### config.mk
export PLATFORM = sky130hd
export DESIGN_NAME = fetch_ctrl
export DESIGN_NICKNAME = d
export VERILOG_FILES = /design/src/rtl/fetch_ctrl.sv
export SDC_FILE = /design/constraint.sdc
export NUM_CORES = 1
export LEC_CHECK = 0
export BUFFER_PORTS_ARGS = -buffer_cell sky130_fd_sc_hd__clkbuf_2
export CAP_MARGIN = 30
export CORE_MARGIN = 5
export CORE_UTILIZATION = 54
export DETAILED_ROUTE_END_ITERATION = 8
export PLACE_DENSITY = 0.8
export SYNTH_ARGS = -nofsm -noshare
export SYNTH_HDL_FRONTEND = slang
export SYNTH_SLANG_ARGS = --single-unit
### constraint.sdc
create_clock -name clk -period 2.37 [get_ports clk]
set_input_delay 0.237 -clock clk [delete_from_list [all_inputs] [get_ports clk]]
set_output_delay 0.237 -clock clk [all_outputs]
set_load 0.02 [all_outputs]
### src/rtl/fetch_ctrl.sv
// Fetch-stage sequencer: owns the PC, drives instruction memory and buffers fetched words
// in a 2-entry FIFO towards decode. Optional halt-on-sentinel via FETCH_CTRL_HALT_EN.
module fetch_ctrl #(
    parameter logic [31:0] PC_RESET = 32'h0000_0000,
    parameter logic [31:0] PC_STEP  = 32'h1000_0000
) (
    input  logic        clk,
    input  logic        rst,
    input  logic        fetch_en,
    input  logic        redirect_valid,
    input  logic [31:0] redirect_pc,
    output logic [31:0] mem_addr,
    input  logic [31:0] mem_instr,
    output logic        out_valid,
    input  logic        out_ready,
    output logic [31:0] out_instr,
    output logic [31:0] out_pc,
    output logic        halted
);

`ifdef FETCH_CTRL_HALT_EN
    localparam logic [31:0] SENTINEL = 32'h0FFF_FFFF;
    typedef enum logic [1:0] {IDLE, RUN, HALT} state_t;
`else
    typedef enum logic [0:0] {IDLE, RUN} state_t;
`endif

    state_t      state;
    logic [31:0] pc;
    logic [1:0]  count;
    logic        head;
    logic        tail;
    logic [31:0] buf_instr [2];
    logic [31:0] buf_pc    [2];
    logic        pop;
    logic        push;
    logic        no_sentinel;

    assign pop = out_valid & out_ready;

`ifdef FETCH_CTRL_HALT_EN
    logic halted_q;
    assign no_sentinel = (mem_instr != SENTINEL);
    assign halted      = halted_q;
`else
    assign no_sentinel = 1'b1;
    assign halted      = 1'b0;
`endif

    // A full buffer still accepts a word when the head leaves in the same cycle.
    assign push = (state == RUN) & ~redirect_valid & no_sentinel & ((count != 2'd2) | pop);

    always_ff @(posedge clk or negedge rst) begin
        if (!rst) begin
            state        <= IDLE;
            pc           <= PC_RESET;
            count        <= 2'd0;
            head         <= 1'b0;
            tail         <= 1'b0;
            buf_instr[0] <= 32'h0;
            buf_instr[1] <= 32'h0;
            buf_pc[0]    <= 32'h0;
            buf_pc[1]    <= 32'h0;
`ifdef FETCH_CTRL_HALT_EN
            halted_q     <= 1'b0;
`endif
        end else if (redirect_valid) begin
            // Flush: whatever decode accepted this cycle is already gone, the rest is dropped.
            pc    <= redirect_pc;
            count <= 2'd0;
            head  <= 1'b0;
            tail  <= 1'b0;
            state <= fetch_en ? RUN : IDLE;
`ifdef FETCH_CTRL_HALT_EN
            halted_q <= 1'b0;
`endif
        end else begin
            if (pop) begin
                head <= ~head;
            end
            if (push) begin
                buf_instr[tail] <= mem_instr;
                buf_pc[tail]    <= pc;
                tail            <= ~tail;
                pc              <= pc + PC_STEP;
            end
            count <= count + {1'b0, push} - {1'b0, pop};
            case (state)
                IDLE: begin
                    if (fetch_en) begin
                        state <= RUN;
                    end
                end
                RUN: begin
`ifdef FETCH_CTRL_HALT_EN
                    if (!no_sentinel) begin
                        state    <= HALT;
                        halted_q <= 1'b1;
                    end else
`endif
                    if (!fetch_en) begin
                        state <= IDLE;
                    end
                end
`ifdef FETCH_CTRL_HALT_EN
                HALT: begin
                    state <= HALT;
                end
                default: begin
                    state <= IDLE;
                end
`endif
            endcase
        end
    end

    assign mem_addr  = pc;
    assign out_valid = (count != 2'd0);
    assign out_instr = out_valid ? buf_instr[head] : 32'h0;
    assign out_pc    = out_valid ? buf_pc[head] : 32'h0;

endmodule

==> out/qor.csv, run 1 <==
metric;value;unit
status;completed;
FILL cells;974;
Final Cycle Share;0.877;
# nets final;762;
clock sinks;165;
critical path peak fanout;26;
cell-by-cell trace of the critical path;nor2_4, buf_4, nor2_1, clkbuf_2;
Tightest Pin Transition;0.590;ns
Post-DP Area;8310;µm²
die width;126;µm
Die Height;126;µm
post-cts repair resize count;0;
reg2reg setup slack;0.31;ns
port buffer count;165;
Final Hold Fails;0;
Arr. time, crit path;1.84;ns
detailed placement HPWL;10600;µm
worst skew pair latency;0.42;ns
Routed WL per cell;17.3;µm
ys flop type;dfrtp_1;
Iter 0 DRT Violations;192;
# H-tree levels;4;
initial core utilization;0.549;
hold buffer count at cts;2;
Distinct cells, synth;33;
proportion of layout cells with a drive suffix above 1;0.521;
routed via count;4719;
antenna violations before repair;0;
core area;13200;µm²
P&R area growth vs syn;22.9;%
Design Area, Final;8930;µm²
CTS buffer count;17;
Post-Syn Nets;594;
global-route wire length before repair;25600;µm
largest net degree at the start of global routing;66;
GP Congestion;0.759;
Die ar.;15900;µm²
total wire length;15200;µm
Hold WS;0.0411;ns
Max Fclk;481;MHz
hold crit path type;in2reg;
Rel. slew slack;0.607;
Non-Filler Instances;878;
CTS tree;yes;
Synth Instances;522;
unrepaired setup endpoints after global routing;no;
Setup Skew;0.00599;ns
endpoint class of the critical path;output port;
DRC viols;0;
HP Start;redirect_pc[5];
VDD IR max;599;µV
Worst-path clk slew;0.06;ns
crit path max-delay cell type;dfrtp_1;
Ant. Diodes;0;
Post-synth EDFFs;0;
total congestion overflow;0;
post-CTS setup buffers;0;
Ports;167;
final worst path period need;2.08;ns
ys async rst share;1.00;
sequential element share of the synthesized area;0.568;
crit path kind;reg2out;
Static Leak;4.10;nW
Pwr per Cell Area;1240;nW/µm²
setup TNS;0;ns
Slew Limit Fails;0;
synthesized area;7270;µm²
Routed Antenna Nets;0;
worst r2r src;count[0];
post-synthesis sequential element count;165;
via-per-instance ratio;5.37;
max incr delay on CP;0.44;ns
CP Data Required Time;2.13;ns
Initial DRT Pass Iterations;4;
CP Launch Type;register;
GRT Total Usage;0.201;
endpoints failing setup;0;
YS warnings;0;
clock buffer depth;2;
Cells after DPL;845;
CTS root buf;clkbuf_16;
# rows;42;
Setup crit start;count[1];
vias in the first global route;5136;
# Max-Cap Violations;0;
Avg Inst Size Synth;13.9;µm²
## through the flow
step	total power [mW]	util	worst slack (ns)
floorplan	6.99	-	0.564
global placement	8.13	0.627	0.368
detailed placement	8.34	0.627	0.317
CTS	11.2	0.675	0.270
global route	11.7	0.675	0.193
finish	11.0	0.675	0.293
## cell families after synthesis
family | after synthesis | share of synthesized area
AND/OR/NAND/NOR | 83 | 0.0509
flip-flops | 165 | 0.568
AO/OA/AOI/OAI | 11 | 0.00895
buffers and inverters | 36 | 0.0332
adder cells (fa/ha/maj) | 3 | 0.00516
XOR/XNOR | 3 | 0.00361
other | 1 | 0.000516
multiplexers | 220 | 0.330
## layer usage
metal  vias up  share of wire  global-route usage
met2       140           0.48               0.323
met1      2379           0.43               0.256
li1       2173              -                   -
met5         -              0                   0
met4         0          0.021              0.0814
met3        27          0.064              0.0588
## sequential cells by signal (all words and copies together), names as in the netlist
name	count
tail	1
state	1
mem_addr	32
buf_pc	64
count	2
head	1
buf_instr	64
## layout by cell type (no fill, tap or decap), types with 3 or more instances in the layout
cell type and instances:
buf_4 6, nor2_1 68, clkbuf_8 4, clkbuf_2 164, mux2i_1 64, dfrtp_1 164
a31oi_1 3, mux2_1 5, inv_1 3, bufinv_16 3, buf_12 7, ha_1 3
clkbuf_16 17, clkinv_2 4, mux2_2 151, or3_1 3, o21ai_0 5
## power by group
group / switching (mW) / internal [mW]
clock: 1.04 / 1.75
sequential: 0.543 / 3.79
combinational: 2.17 / 1.75
total: 3.75 / 7.29
## worst max-delay path, delay by kind of cell (launching register included)
kind,cells,cell delay (ns)
buffers and inverters,2,0.53
flip-flops,1,0.44
AND/OR/NAND/NOR,2,0.44
## Yosys cell counts, types with 2 or more instances
| library cell | count | share of area |
|---|---|---|
| nor2_1 | 69 | 0.036 |
| mux2_1 | 5 | 0.0077 |
| mux2_2 | 151 | 0.23 |
| clkbuf_1 | 10 | 0.0052 |
| or3_1 | 3 | 0.0026 |
| buf_6 | 10 | 0.015 |
| ha_1 | 3 | 0.0052 |
| xor2_1 | 2 | 0.0024 |
| mux2i_1 | 64 | 0.088 |
| inv_1 | 3 | 0.0015 |
| buf_2 | 6 | 0.0041 |
| nand3_1 | 2 | 0.0014 |
| clkbuf_8 | 2 | 0.0038 |
| dfrtp_1 | 165 | 0.57 |
| o21ai_0 | 5 | 0.0034 |
| a31oi_1 | 3 | 0.0026 |
| buf_1 | 2 | 0.0010 |
| nand2_1 | 2 | 0.0010 |
## final cells by class
class | count | area, µm² | share of cell area
well taps | 176 | 220 | 0.0246
clock buffers | 22 | 484 | 0.0542
flip-flops and latches | 165 | 4130 | 0.463
clock inverters | 9 | 125 | 0.0140
inverters | 5 | 18.8 | 0.00210
multi-input cells | 321 | 2920 | 0.326
repair buffers | 180 | 1040 | 0.116
## path summary, 6_finish.rpt
kind,to,cells past startpoint
min in group asynchronous,buf_instr[35],2
worst max-delay path,out_instr[28],4
max in group asynchronous,buf_pc[1],3
worst min register to register,buf_instr[37],1
worst min-delay path,mem_addr[5],2
worst max register to register,buf_instr[16],4
No activity file was read; power rests on OpenSTA's default activity.
==> inputs of run 2 (changes only) <==
--- a/config.mk
+++ b/config.mk
@@ -10,7 +10,7 @@
 export CORE_MARGIN = 5
 export CORE_UTILIZATION = 54
 export DETAILED_ROUTE_END_ITERATION = 8
-export PLACE_DENSITY = 0.8
+export PLACE_DENSITY = 0.83
 export SYNTH_ARGS = -nofsm -noshare
 export SYNTH_HDL_FRONTEND = slang
 export SYNTH_SLANG_ARGS = --single-unit
==> run 2 against run 1 <==
Against the previous run:
- combinational power shrank 2%
- worst setup slack lost 0.057 ns
- largest power group unchanged
- highest routed layer unchanged
- worst hold slack gained 0.0048 ns
- largest cell class unchanged
- die area is the same
- critical path type unchanged
==> out/qor.csv, run 2 (synthesis results as in run 1) <==
metric;value;unit
total power;10.7;mW
Tightest Pin Transition;0.584;ns
P&R area growth vs syn;21.4;%
detailed placement HPWL;10500;µm
worst skew pair latency;0.42;ns
total wire length;15400;µm
total congestion overflow;0;
unrepaired setup endpoints after global routing;no;
CTS tree;yes;
initial core utilization;0.549;
CP Data Required Time;2.13;ns
GP Congestion;0.793;
Design Area, Final;8820;µm²
Die ar.;15900;µm²
Reg power frac;0.412;
Hold WS;0.0459;ns
Final Hold Fails;0;
Rel. slew slack;0.609;
max incr delay on CP;0.63;ns
# Max-Cap Violations;0;
Clk network pwr share;0.228;
# nets final;761;
hold crit path type;in2reg;
Routed WL per cell;17.5;µm
Slew Limit Fails;0;
critical path peak fanout;37;
most frequent cells in the layout;dfrtp_1, clkbuf_2, mux2_2, nor2_1, mux2i_1;
sw power;3.78;mW
GRT Total Usage;0.202;
Routed Antenna Nets;0;
endpoints failing setup;0;
Final Cycle Share;0.901;
endpoint class of the critical path;output port;
CTS buffer count;17;
Pwr per Cell Area;1210;nW/µm²
routed via count;4710;
Setup Skew;0.00715;ns
setup TNS;0;ns
vias in the first global route;5126;
Die Height;126;µm
FILL cells;951;
Post-DP Area;8290;µm²
Iter 0 DRT Violations;182;
VDD IR max;610;µV
# rows;42;
Arr. time, crit path;1.90;ns
Initial DRT Pass Iterations;4;
Worst-path clk slew;0.06;ns
Net Sw Frac;0.355;
worst r2r path cells;4;
post-CTS setup buffers;0;
final worst path period need;2.13;ns
crit path kind;reg2out;
antenna violations before repair;0;
DRC viols;0;
via-per-instance ratio;5.38;
hold path depth;2;
Static Leak;4.04;nW
port buffer count;165;
crit path max-delay cell type;dfrtp_4;
P_int;6.88;mW
proportion of layout cells with a drive suffix above 1;0.519;
CP Launch Type;register;
clock buffer depth;2;
status;completed;
clock sinks;165;
# H-tree levels;4;
core area;13200;µm²
die width;126;µm
CTS root buf;clkbuf_16;
Ports;167;
cell-by-cell trace of the critical path;buf_12, mux2i_1, nor2_1, clkbuf_2;
Ant. Diodes;0;
Comb pwr share;0.361;
largest net degree at the start of global routing;65;
global-route wire length before repair;25900;µm
Max Fclk;469;MHz
==> run 2: cell count changes in the layout (fill, tap and decap cells not counted) <==
cell        delta
buf_12         -1
clkinvlp_4     +3
clkbuf_8       -2
clkbuf_1       +1
bufinv_16      -3
==> run 2: power groups by stage <==
stage | registers (mW) | logic [mW] | clock network, mW
2_1_floorplan | 4.26 | 2.73 | 0
3_3_place_gp | 4.33 | 3.77 | 0
3_5_place_dp | 4.43 | 3.88 | 0
4_1_cts | 4.39 | 3.90 | 2.47
5_1_grt | 4.51 | 4.20 | 2.59
6_report | 4.39 | 3.84 | 2.43
==> run 2: worst max-delay path: cells and delay by family, from the launching register on <==
kind / cells / cell delay, ns
flip-flops: 1 / 0.63
AND/OR/NAND/NOR: 1 / 0.07
multiplexers: 1 / 0.24
buffers and inverters: 2 / 0.51
==> run 2: final timing paths <==
| kind | startpoint | to | slack, ns |
|---|---|---|---|
| worst max register to register | count[0] | buf_instr[19] | 0.36 |
| worst min-delay path | redirect_pc[3] | mem_addr[3] | 0.05 |
| worst min register to register | buf_pc[40] | buf_pc[40] | 0.49 |
| max in group asynchronous | rst | buf_pc[41] | 1.28 |
| min in group asynchronous | rst | buf_instr[8] | 0.37 |
| worst max-delay path | head | out_pc[11] | 0.24 |
==> run 2: routing by layer <==
layer  wire length [µm]  global-route usage  vias to the layer above
met4                235              0.0675                        0
met3                998              0.0588                       23
met1               6740               0.267                     2369
met2               7390               0.324                      153
met5                  0                   0                        -
li1                   -                   -                     2165
==> run 2: final cells by class <==
cell class	instances	area, µm²	area share
repair buffers	179	1020	0.115
multi-input cells	321	2920	0.331
flip-flops and latches	165	4130	0.468
clock buffers	21	460	0.0522
inverters	5	18.8	0.00213
well taps	176	220	0.0250
clock inverters	9	57.6	0.00652
==> run 2: timing repair <==
| item | CTS | global route |
|---|---|---|
| gates resized for setup | 0 | 0 |
| setup endpoints to repair | 0 | 0 |
| hold buffers | 2 | 0 |
| hold endpoints to repair | 61 | 0 |
==> run 2: stage by stage <==
step / util / std cells / setup slack, ns
floorplan: - / 522 / 0.564
global placement: 0.626 / 844 / 0.440
detailed placement: 0.626 / 844 / 0.388
CTS: 0.666 / 876 / 0.212
global route: 0.666 / 876 / 0.137
finish: 0.666 / 876 / 0.236
==> inputs of run 3 (changes only) <==
==> constraint.sdc (replaced) <==
create_clock -name clk -period 2.37 [get_ports clk]
set_input_delay 0.237 -clock clk [delete_from_list [all_inputs] [get_ports clk]]
set_output_delay 0.237 -clock clk [all_outputs]
set_load 0.005 [all_outputs]
==> run 3 against run 2 <==
Against the previous run:
- cell count is 0.11% higher
- highest routed layer unchanged
- critical path depth stayed put
- via count is 0.34% lower
- critical path type is now reg2reg
- utilization is 0.20 points higher
- sequential share of layout area is 0.14 points lower
- final area is 0.30% higher
- die area stayed put
- fmax is 5.9% higher
- sequential power is 1% lower
==> out/qor.csv, run 3 (synthesis results as in run 1) <==
metric;value;unit
status;completed;
Reg area;4130;µm²
proportion of layout cells with a drive suffix above 1;0.516;
Ports;167;
Post-DP Area;8290;µm²
Die ar.;15900;µm²
GP Congestion;0.790;
Rel. slew slack;0.594;
# H-tree levels;4;
clock buffer depth;2;
port buffer count;165;
Pwr per Cell Area;1140;nW/µm²
hold crit path type;in2reg;
Multi-input gate area;2920;µm²
largest net degree at the start of global routing;65;
final worst path period need;2.01;ns
vias in the first global route;5139;
antenna violations before repair;0;
FILL cells;983;
Routed Antenna Nets;0;
Worst-path clk slew;0.06;ns
# nets final;761;
core area;13200;µm²
Final Util;0.668;
VDD IR max;571;µV
Ant. Diodes;0;
DRC viols;0;
# Max-Cap Violations;0;
Setup Skew;0.00787;ns
Arr. time, crit path;2.32;ns
Static Leak;4.06;nW
routed via count;4694;
Tightest Pin Transition;0.609;ns
Iter 0 DRT Violations;229;
CTS root buf;clkbuf_16;
Die Height;126;µm
reg2reg setup slack;0.36;ns
Design Area, Final;8850;µm²
Initial DRT Pass Iterations;4;
worst r2r src;count[0];
Final Hold Fails;0;
GRT Total Usage;0.201;
crit path max-delay cell type;or3b_2;
total power;10.1;mW
endpoints failing setup;0;
initial core utilization;0.549;
worst skew pair latency;0.42;ns
post-CTS setup buffers;0;
CTS tree;yes;
via-per-instance ratio;5.35;
Final Cycle Share;0.850;
Slew Limit Fails;0;
P&R area growth vs syn;21.7;%
critical path peak fanout;33;
final worst setup slack;0.355;ns
cell family with most CP delay;simple AND/OR/NAND/NOR gates;
Setup crit start;count[0];
most frequent cells in the layout;dfrtp_1, clkbuf_2, mux2_2, nor2_1, mux2i_1;
detailed placement HPWL;10500;µm
CTS buffer count;17;
# rows;42;
setup TNS;0;ns
Max Fclk;496;MHz
crit path kind;reg2reg;
CP Data Required Time;2.67;ns
cell-by-cell trace of the critical path;or3b_2, nand4_4, buf_12, mux2_2;
DP Worst Slack;0.363;ns
endpoint class of the critical path;register;
max incr delay on CP;0.55;ns
global-route wire length before repair;25600;µm
Routed WL per cell;17.6;µm
Buf/Inv on CP;1;
unrepaired setup endpoints after global routing;no;
die width;126;µm
HP Start;redirect_pc[25];
total wire length;15400;µm
clock sinks;165;
total congestion overflow;0;
CP Launch Type;register;
==> run 3: changes by cell type in the layout (fill, tap and decap cells not counted), sizes merged <==
cell / change
clkinv: -1
clkbuf: +2
inv: +1
bufinv: +1
clkinvlp: -2
==> run 3: through the flow <==
stage	instances	hold slack [ns]
2_1_floorplan	522	-0.0586
3_3_place_gp	844	0.245
3_5_place_dp	844	0.262
4_1_cts	877	0.0291
5_1_grt	877	0.0305
6_report	877	0.0411
==> run 3: path summary, 6_finish.rpt <==
check,to,cells after the start
max,buf_instr[11],4
min,mem_addr[25],2
max reg2reg,buf_instr[11],4
min reg2reg,buf_pc[41],1
max in group asynchronous,buf_pc[41],3
min in group asynchronous,buf_instr[3],2
==> run 3: worst reg2reg max path, stage by stage, from the launching register on <==
cell and delay (ns):
dfrtp_1 0.45, or3b_2 0.55, nand4_4 0.25, buf_12 0.26
mux2_2 0.38
==> run 3: power breakdown <==
group	switching, mW	leakage (nW)	internal (mW)
registers	0.549	1.95	3.79
clock network	1.07	0.259	1.49
logic	1.52	1.85	1.71
==> run 3: final cells by class <==
class,count,area share
Clock inverter,8,0.00862
Sequential cell,165,0.467
Inverter,5,0.00212
Multi-Input combinational cell,321,0.330
Tap cell,176,0.0249
Timing Repair Buffer,179,0.115
Clock buffer,23,0.0529
==> run 3: metal layers <==
metal / vias to the layer above / routed length [µm] / track usage
li1: 2160 / - / -
met1: 2373 / 6690 / 0.254
met2: 141 / 7430 / 0.329
met3: 20 / 1060 / 0.0682
met4: 0 / 254 / 0.0644
met5: - / 0 / 0
==> run 3: what timing repair did <==
action	4_1_cts	5_1_grt
setup endpoints to repair	0	0
hold buffers	2	0
endpoints found under the hold margin	61	0
resized for setup	0	0
